<file path="src/rtl/multdiv_16.sv">
// Iterative signed 16-bit multiply / divide unit for the execute stage.
// A start pulse latches the operand magnitudes; WIDTH iterations of
// shift-add (multiply) or restoring subtraction (divide) follow, the sign
// fix-up and exception check are folded into the last iteration, and a
// one-cycle ready pulse is raised from the DONE state.
module multdiv_16 #(
    parameter int WIDTH = 16
) (
    input  logic             clock,
    input  logic             reset_n,
    input  logic [WIDTH-1:0] data_operandA,
    input  logic [WIDTH-1:0] data_operandB,
    input  logic             ctrl_MULT,
    input  logic             ctrl_DIV,
    output logic [WIDTH-1:0] data_result,
    output logic             data_exception,
    output logic             data_resultRDY
);

    typedef enum logic [1:0] {
        IDLE    = 2'd0,
        RUN_MUL = 2'd1,
        RUN_DIV = 2'd2,
        DONE    = 2'd3
    } state_t;

    localparam int               CNT_W = $clog2(WIDTH);
    localparam logic [CNT_W-1:0] LAST  = CNT_W'(WIDTH - 1);

    state_t           state;
    state_t           state_next;
    logic [CNT_W-1:0] cnt;
    logic [WIDTH-1:0] mag_b;      // |B|: multiplicand or divisor
    logic [WIDTH-1:0] work_hi;    // product high half / partial remainder
    logic [WIDTH-1:0] work_lo;    // multiplier bits / dividend-quotient shifter
    logic             neg;        // result sign, sign(A) xor sign(B)
    logic             b_zero;     // divisor was zero

    logic             accept;
    logic             running;
    logic [WIDTH:0]   mul_sum;
    logic [WIDTH:0]   div_shift;
    logic             div_ge;
    logic [WIDTH-1:0] hi_n;
    logic [WIDTH-1:0] lo_n;

    // Two's complement magnitude; -2^(WIDTH-1) maps to 2^(WIDTH-1) unsigned.
    function automatic logic [WIDTH-1:0] magnitude(input logic signed [WIDTH-1:0] v);
        return v[WIDTH-1] ? WIDTH'(-v) : v;
    endfunction

    // Apply sign to the full-width magnitude product; overflow when the
    // upper half is not a pure sign extension of the low half.
    function automatic logic [WIDTH:0] mul_finish(input logic [2*WIDTH-1:0] mag,
                                                  input logic              neg_f);
        logic signed [2*WIDTH-1:0] p;
        p = neg_f ? -$signed(mag) : $signed(mag);
        return {(p[2*WIDTH-1:WIDTH] != {WIDTH{p[WIDTH-1]}}), p[WIDTH-1:0]};
    endfunction

    // Apply sign to the magnitude quotient. A positive quotient with the top
    // bit set can only be -2^(WIDTH-1) / -1, which saturates to 0x8000.
    function automatic logic [WIDTH:0] div_finish(input logic [WIDTH-1:0] q,
                                                  input logic             neg_f,
                                                  input logic             zero_f);
        logic [WIDTH-1:0] r;
        r = neg_f ? -q : q;
        if (zero_f)
            return {1'b1, {WIDTH{1'b0}}};
        return {~neg_f & q[WIDTH-1], r};
    endfunction

    assign accept  = ((state == IDLE) || (state == DONE)) && (ctrl_MULT || ctrl_DIV);
    assign running = (state == RUN_MUL) || (state == RUN_DIV);

    // One iteration of the selected algorithm, computed from the current work registers.
    always_comb begin
        mul_sum   = {1'b0, work_hi} + ({(WIDTH+1){work_lo[0]}} & {1'b0, mag_b});
        div_shift = {work_hi, work_lo[WIDTH-1]};
        div_ge    = (div_shift >= {1'b0, mag_b});
        if (state == RUN_DIV) begin
            hi_n = div_ge ? (div_shift[WIDTH-1:0] - mag_b) : div_shift[WIDTH-1:0];
            lo_n = {work_lo[WIDTH-2:0], div_ge};
        end else begin
            hi_n = mul_sum[WIDTH:1];
            lo_n = {mul_sum[0], work_lo[WIDTH-1:1]};
        end
    end

    // State register.
    always_ff @(posedge clock or negedge reset_n) begin
        if (!reset_n)
            state <= IDLE;
        else
            state <= state_next;
    end

    // Next-state and ready pulse; MULT has priority when both starts are high.
    always_comb begin
        state_next     = state;
        data_resultRDY = 1'b0;
        case (state)
            IDLE, DONE: begin
                data_resultRDY = (state == DONE);
                if (ctrl_MULT)
                    state_next = RUN_MUL;
                else if (ctrl_DIV)
                    state_next = RUN_DIV;
                else
                    state_next = IDLE;
            end
            RUN_MUL, RUN_DIV: begin
                if (cnt == LAST)
                    state_next = DONE;
            end
            default: state_next = IDLE;
        endcase
    end

    // Operand latch, iteration registers and held result outputs.
    always_ff @(posedge clock or negedge reset_n) begin
        if (!reset_n) begin
            cnt            <= '0;
            mag_b          <= '0;
            work_hi        <= '0;
            work_lo        <= '0;
            neg            <= 1'b0;
            b_zero         <= 1'b0;
            data_result    <= '0;
            data_exception <= 1'b0;
        end else if (accept) begin
            cnt     <= '0;
            mag_b   <= magnitude(data_operandB);
            work_hi <= '0;
            work_lo <= magnitude(data_operandA);
            neg     <= data_operandA[WIDTH-1] ^ data_operandB[WIDTH-1];
            b_zero  <= (data_operandB == '0);
        end else if (running) begin
            cnt     <= cnt + 1'b1;
            work_hi <= hi_n;
            work_lo <= lo_n;
            if (cnt == LAST) begin
                if (state == RUN_MUL)
                    {data_exception, data_result} <= mul_finish({hi_n, lo_n}, neg);
                else
                    {data_exception, data_result} <= div_finish(lo_n, neg, b_zero);
            end
        end
    end

endmodule
</file>
<file path="config.mk">
export PLATFORM = sky130hd
export DESIGN_NAME = multdiv_16
export DESIGN_NICKNAME = d
export VERILOG_FILES = /design/src/rtl/multdiv_16.sv
export SDC_FILE = /design/constraint.sdc
export NUM_CORES = 1
export LEC_CHECK = 0
export ABC_AREA = 1
export BUFFER_PORTS_ARGS = -buffer_cell sky130_fd_sc_hd__buf_2
export CAP_MARGIN = 20
export CORE_UTILIZATION = 56
export DETAILED_ROUTE_END_ITERATION = 12
export MAX_ROUTING_LAYER = met4
export PLACE_DENSITY = 0.76
export SLEW_MARGIN = 0
export SYNTH_ARGS = -nofsm -noshare
export SYNTH_HDL_FRONTEND = slang
export SYNTH_SLANG_ARGS = --single-unit
export TNS_END_PERCENT = 1
</file>
<file path="constraint.sdc">
create_clock -name clock -period 3.7 [get_ports clock]
set_input_delay 0.37 -clock clock [delete_from_list [all_inputs] [get_ports clock]]
set_output_delay 0.37 -clock clock [all_outputs]
set_load 0.03 [all_outputs]
</file>
==> results of run 1 <==
routing by layer:
| layer | GRT usage [%] | wire length (um) |
|---|---|---|
| met1 | 47.77 | 10620 |
| met2 | 60.33 | 12090 |
| met3 | 4.488 | 1676 |
| met4 | 19.31 | 1257 |
| met5 | - | 0 |
worst max-delay path by stage:
stage / startpoint / endpoint / slack (ns) / cells past startpoint
2_1_floorplan: state[0] / data_exception / 0.09 / 29
3_3_place_gp: mag_b[6] / data_exception / 0.05 / 31
3_5_place_dp: mag_b[4] / data_exception / -0.1 / 33
4_1_cts: mag_b[6] / data_exception / 0.03 / 33
5_1_grt: work_hi[3] / data_exception / -0.22 / 32
6_report: work_hi[3] / data_exception / 0.09 / 32
placed cells by master, fill, tap and decap left out, drive strengths merged, types with 17 or more instances in the layout:
cell,n
inv,172
xor2,25
nor2,123
dfrtp,73
nand3,119
o21ai,100
buf,130
nand2,391
nor3,23
nand4,17
ha,39
a21oi,36
final cells by class:
class / count / share of cell area (%)
repair buffers: 130 / 9.506
clock buffers: 11 / 2.677
clock inverters: 3 / 0.4691
well taps: 176 / 2.428
multi-input cells: 942 / 57.42
flip-flops and latches: 73 / 20.14
inverters: 176 / 7.354
what timing repair did:
item / CTS / global route
gates cloned: 0 / 0
gates resized for setup: 7 / 68
pin swaps: 0 / 24
setup endpoints to repair: 1 / 1
setup buffers: 0 / 17
sequential cells by signal, summed over array words and instances, names as in the netlist:
register and cells:
work_hi 16, mag_b 16, data_result 16, cnt 4, state 2, data_exception 1
b_zero 1, neg 1, work_lo 16
where the power goes:
group	leakage, nW	total (mW)	switching, mW	internal (mW)
sequential	0.934	1.36	0.251	1.11
combinational	3.65	7.83	5.08	2.75
clock	0.137	0.876	0.344	0.532
total	4.73	10.1	5.67	4.39
metrics by stage:
stage	util, %	area (um2)	worst slack (ns)	instances	TNS, ns
after global placement	62.68	8300	0.05396	1480	0
after global routing	68.48	9069	-0.2197	1511	-0.2197
after floorplan	-	7576	0.08949	1231	0
after detailed placement	62.68	8300	-0.09503	1480	-0.09503
final	68.48	9069	0.08708	1511	0
after CTS	65.28	8645	0.02546	1494	0
cell families after synthesis:
group	after synthesis	synth area share, %
and+or+nand+nor	691	40.25
buffers and inverters	216	11.59
AOI/OAI and AO/OA	176	13.05
DFF	73	24.11
adders and majority gates	41	6.969
xor gates and xnor gates	34	4.030
==> summary.md, run 1 <==
| Metric | Value |
|---|---|
| Status | `finished clean` |
| PD cells | `1109 nW/um2` |
| Share of cells above drive strength 1 | `19.70%` |
| Clk_lat worst skew | `0.35 ns` |
| Initial Utilization | `57.21%` |
| Startpoint types | `register` |
| Die footprint | `14000 um2` |
| Most area-consuming cells after synthesis | `dfrtp_1 24%, nand2_1 18%, inv_1 8.2%` |
| CP peak stage delay | `0.41 ns` |
| Final critical-path required period | `3.613 ns` |
| Syn avg cell area | `6.154 um2` |
| Max-cap violations | `0` |
| Max VDD drop | `0.7363 mV` |
| Die height | `118.3 um` |
| DR pass1 iterations | `5` |
| Most frequent cell on the critical path | `nand2_1` |
| DR WL/cell | `16.97 um` |
| Chip Width | `118.3 um` |
| Vias | `8582` |
| Htree depth | `3` |
| Pleak | `4.727 nW` |
| Vias in the first global route | `7928` |
| FMAX | `0.2768 GHz` |
| Critical Path Sink Type | `register` |
| Buffers plus inverters on the worst setup path | `3` |
| First-pass GRT wire length | `40.21 mm` |
| Cts-stage hold buffer count | `0` |
| Reg area | `1827 um2` |
| IO buf count | `53` |
| Register-to-register setup slack | `0.09 ns` |
| Cell taking the most area after synthesis | `dfrtp_1` |
| Initial antenna violation count | `0` |
| Nets@finish | `1409` |
| Crit share post-route | `97.65%` |
| Row cnt | `42` |
| All-layer global routing usage | `37.97%` |
| Io pins | `54` |
| Commonest cells in the netlist | `368 x nand2_1, 166 x inv_1, 115 x nand3_1` |
| Clock Pin Slew Worst Setup and Hold Paths | `0.06 ns` |
| Syn. warnings | `0` |
| Multi-input logic area | `5207 um2` |
| Clock sinks | `73` |
| Crit-path max FO | `4` |
| Setup Viol. Count Final | `0` |
| Total global routing overflow | `0` |
| Top-area cell type share of the netlist area | `24.11%` |
| Overall Power | `10.06 mW` |
| Seq/Total Area, Yosys | `24.11%` |
| Layout area overhead | `19.70%` |
| R2R depth | `32` |
| Inserted Clock Buffers | `9` |
| Largest net degree at the start of global routing | `74` |
| CTS root buf | `clkbuf_16` |
| Critical R2R Capture | `data_exception` |
| Slew Viols, Final | `0` |
| Final Hold Vio Count | `0` |
| Diode count | `0` |
| Number of fill cells | `1231` |
| Relative slew slack | `34.09%` |
| DRC errors left | `0` |
| FF+latch count, synth | `73` |
| Crit path DAT | `3.85 ns` |
| Fraction of registers with async set/reset | `100.0%` |
| Gpl congestion | `1.020` |
| Core area | `13240 um2` |
| Vias/cell | `5.680` |
| Mapped Area | `7576 um2` |
| Post-synth EDFFs | `0` |
| TritonCTS clock tree | `built` |
| Most frequent cell after synthesis | `nand2_1` |
| CP max stage cell | `dfrtp_1` |
| Yosys cell types | `48` |
| Post-DP HPWL | `19.59 mm` |
| Drt first-iter violations | `767` |
| Hold Crit Class | `input port to async pin` |
| CTS Buffer Depth | `2` |
| Antenna Nets Post-Route | `0` |
| CP required | `3.94 ns` |
| RSZ-0062 raised after global routing | `true` |
| Top FF cell, synth | `dfrtp_1` |
| Post-synth net total | `1308` |
| Fin Hold WS | `0.1433 ns` |
| CP top delay family | `simple AND/OR/NAND/NOR gates` |
| Worst-Margin Slew | `0.9887 ns` |
| Critical path class | `register to register` |
| Final Skew | `0.006360 ns` |
| Reg2Reg Launch Point | `work_hi[3]` |
| Final WL | `25.65 mm` |
| Synth Instances | `1231` |
(Power assumes the default switching activity.)
==> run 2, diff against run 1 <==
ABC_CLOCK_PERIOD_IN_PS = 3700   (was unset)
CORE_ASPECT_RATIO = 0.5   (was unset)
==> run 2 against run 1 <==
  * Sequential cell count unchanged
  * Register-to-register slack improved by 0.03 ns
  * Clock-buffer cell count is 1 lower
  * Setup slack better by 0.033 ns
  * Wire length is 5.8% higher
  * Critical path depth shrank 1
  * Final cell count up 0.99%
  * Via count rose by 3.2%
  * First-iteration DRC count rose by 36%
  * Worst hold slack improved by 0.012 ns
  * Sequential share of layout area decreased by 0.49 points
  * Critical path type unchanged
  * Highest routed layer unchanged
==> summary.md, run 2 (synthesis results as in run 1) <==
| Metric | Value |
|---|---|
| Status | `finished clean` |
| CP required | `3.95 ns` |
| Most frequent cell on the critical path | `nand2_1` |
| Total global routing overflow | `0` |
| All-layer global routing usage | `39.77%` |
| Drt first-iter violations | `1041` |
| DR WL/cell | `17.78 um` |
| DRC errors left | `0` |
| Reg2Reg Launch Point | `mag_b[15]` |
| Worst-Margin Slew | `1.018 ns` |
| CP peak stage delay | `0.39 ns` |
| Final critical-path required period | `3.580 ns` |
| Row cnt | `29` |
| Vias in the first global route | `7989` |
| Clock sinks | `73` |
| Critical path class | `register to register` |
| Multi-input logic area | `5271 um2` |
| Setup ws final | `0.1201 ns` |
| Die height | `84.25 um` |
| Final Hold Vio Count | `0` |
| Initial antenna violation count | `1` |
| Clock Pin Slew Worst Setup and Hold Paths | `0.07 ns` |
| Final TNS setup | `0 ns` |
| Commonest non-fill, non-tap cells in the layout | `344 x nand2_1, 152 x inv_1, 111 x nand3_1` |
| FMAX | `0.2793 GHz` |
| Max-cap violations | `0` |
| Crit share post-route | `96.75%` |
| Startpoint types | `register` |
| Number of fill cells | `1083` |
| DR pass1 iterations | `6` |
| Final Skew | `0.01281 ns` |
| Vias | `8855` |
| TritonCTS clock tree | `built` |
| Vias/cell | `5.803` |
| Core area | `12920 um2` |
| Reg area | `1828 um2` |
| Hold Crit Class | `input port to async pin` |
| RSZ-0062 raised after global routing | `true` |
| Final WL | `27.13 mm` |
| Layout area overhead | `22.74%` |
| R2R depth | `31` |
| Commonest non-fill, non-tap cell in the layout | `nand2_1` |
| Htree depth | `3` |
| Die footprint | `14030 um2` |
| Setup Viol. Count Final | `0` |
| CTS root buf | `clkbuf_16` |
| First-pass GRT wire length | `42.32 mm` |
| CTS Buffer Depth | `2` |
| Slew Viols, Final | `0` |
| Nets@finish | `1427` |
| Share of cells above drive strength 1 | `21.92%` |
| Relative slew slack | `31.75%` |
| Fin Hold WS | `0.1549 ns` |
| Largest net degree at the start of global routing | `74` |
| Initial Utilization | `58.65%` |
| Post-DP HPWL | `20.51 mm` |
| Crit path DAT | `3.83 ns` |
| Place WS | `-0.1006 ns` |
| Antenna Nets Post-Route | `0` |
| Crit-path max FO | `4` |
| Clk_lat worst skew | `0.36 ns` |
| Gpl congestion | `1.085` |
| CP startpoint | `mag_b[15]` |
| Inserted Clock Buffers | `9` |
| CP max stage cell | `dfrtp_1` |
| Chip Width | `166.5 um` |
| Critical Path Sink Type | `register` |
| IO buf count | `53` |
| Io pins | `54` |
[run 2: worst max-delay path: cells and delay by family (launching register included)]
kind | cells | cell delay [ns]
adder cells (fa/ha/maj) | 2 | 0.46
AND/OR/NAND/NOR | 25 | 2.31
buffers and inverters | 3 | 0.24
AO/OA/AOI/OAI | 1 | 0.10
flip-flops | 1 | 0.39
[run 2: metal layers]
layer,GRT usage (%),up-vias,part of all wire [%]
met4,7.828,0,2.4
met5,-,-,0
met1,55.98,4061,44
li1,-,4207,-
met3,7.308,64,11
met2,59.55,523,43
[run 2: final cells by class]
class                   count  share of cell area (%)
diodes                      1                 0.02691
clock buffers              10                   2.570
flip-flops and latches     73                   19.66
clock inverters             6                   1.050
well taps                 170                   2.287
inverters                 176                   7.131
multi-input cells         942                   56.69
repair buffers            148                   10.59
[run 2: final timing paths]
kind | to | slack, ns
setup / recovery | data_exception | 0.12
hold / removal | state[0] | 0.15
setup reg to reg | data_exception | 0.12
hold reg to reg | data_result[15] | 0.49
max in group asynchronous | work_lo[0] | 2.86
min in group clock | b_zero | 0.24
[run 2: per-stage QoR]
stage | utilization, % | std cells | cell area, um2
after floorplan | - | 1231 | 7576
after global placement | 65.59 | 1498 | 8473
after detailed placement | 65.59 | 1498 | 8473
after CTS | 68.83 | 1515 | 8891
after global routing | 71.99 | 1526 | 9299
final | 71.99 | 1526 | 9299
[run 2: repair_timing]
action / in CTS / in global routing
hold endpoints to repair: 0 / 0
pin swaps: 0 / 23
gates resized for setup: 9 / 81
endpoints found under the setup margin: 1 / 1
setup buffers: 1 / 10
hold buffers: 0 / 0
Power of run 2 is not shown: default switching activity piles up to over one toggle a cycle in this logic, so the estimate is an artifact.
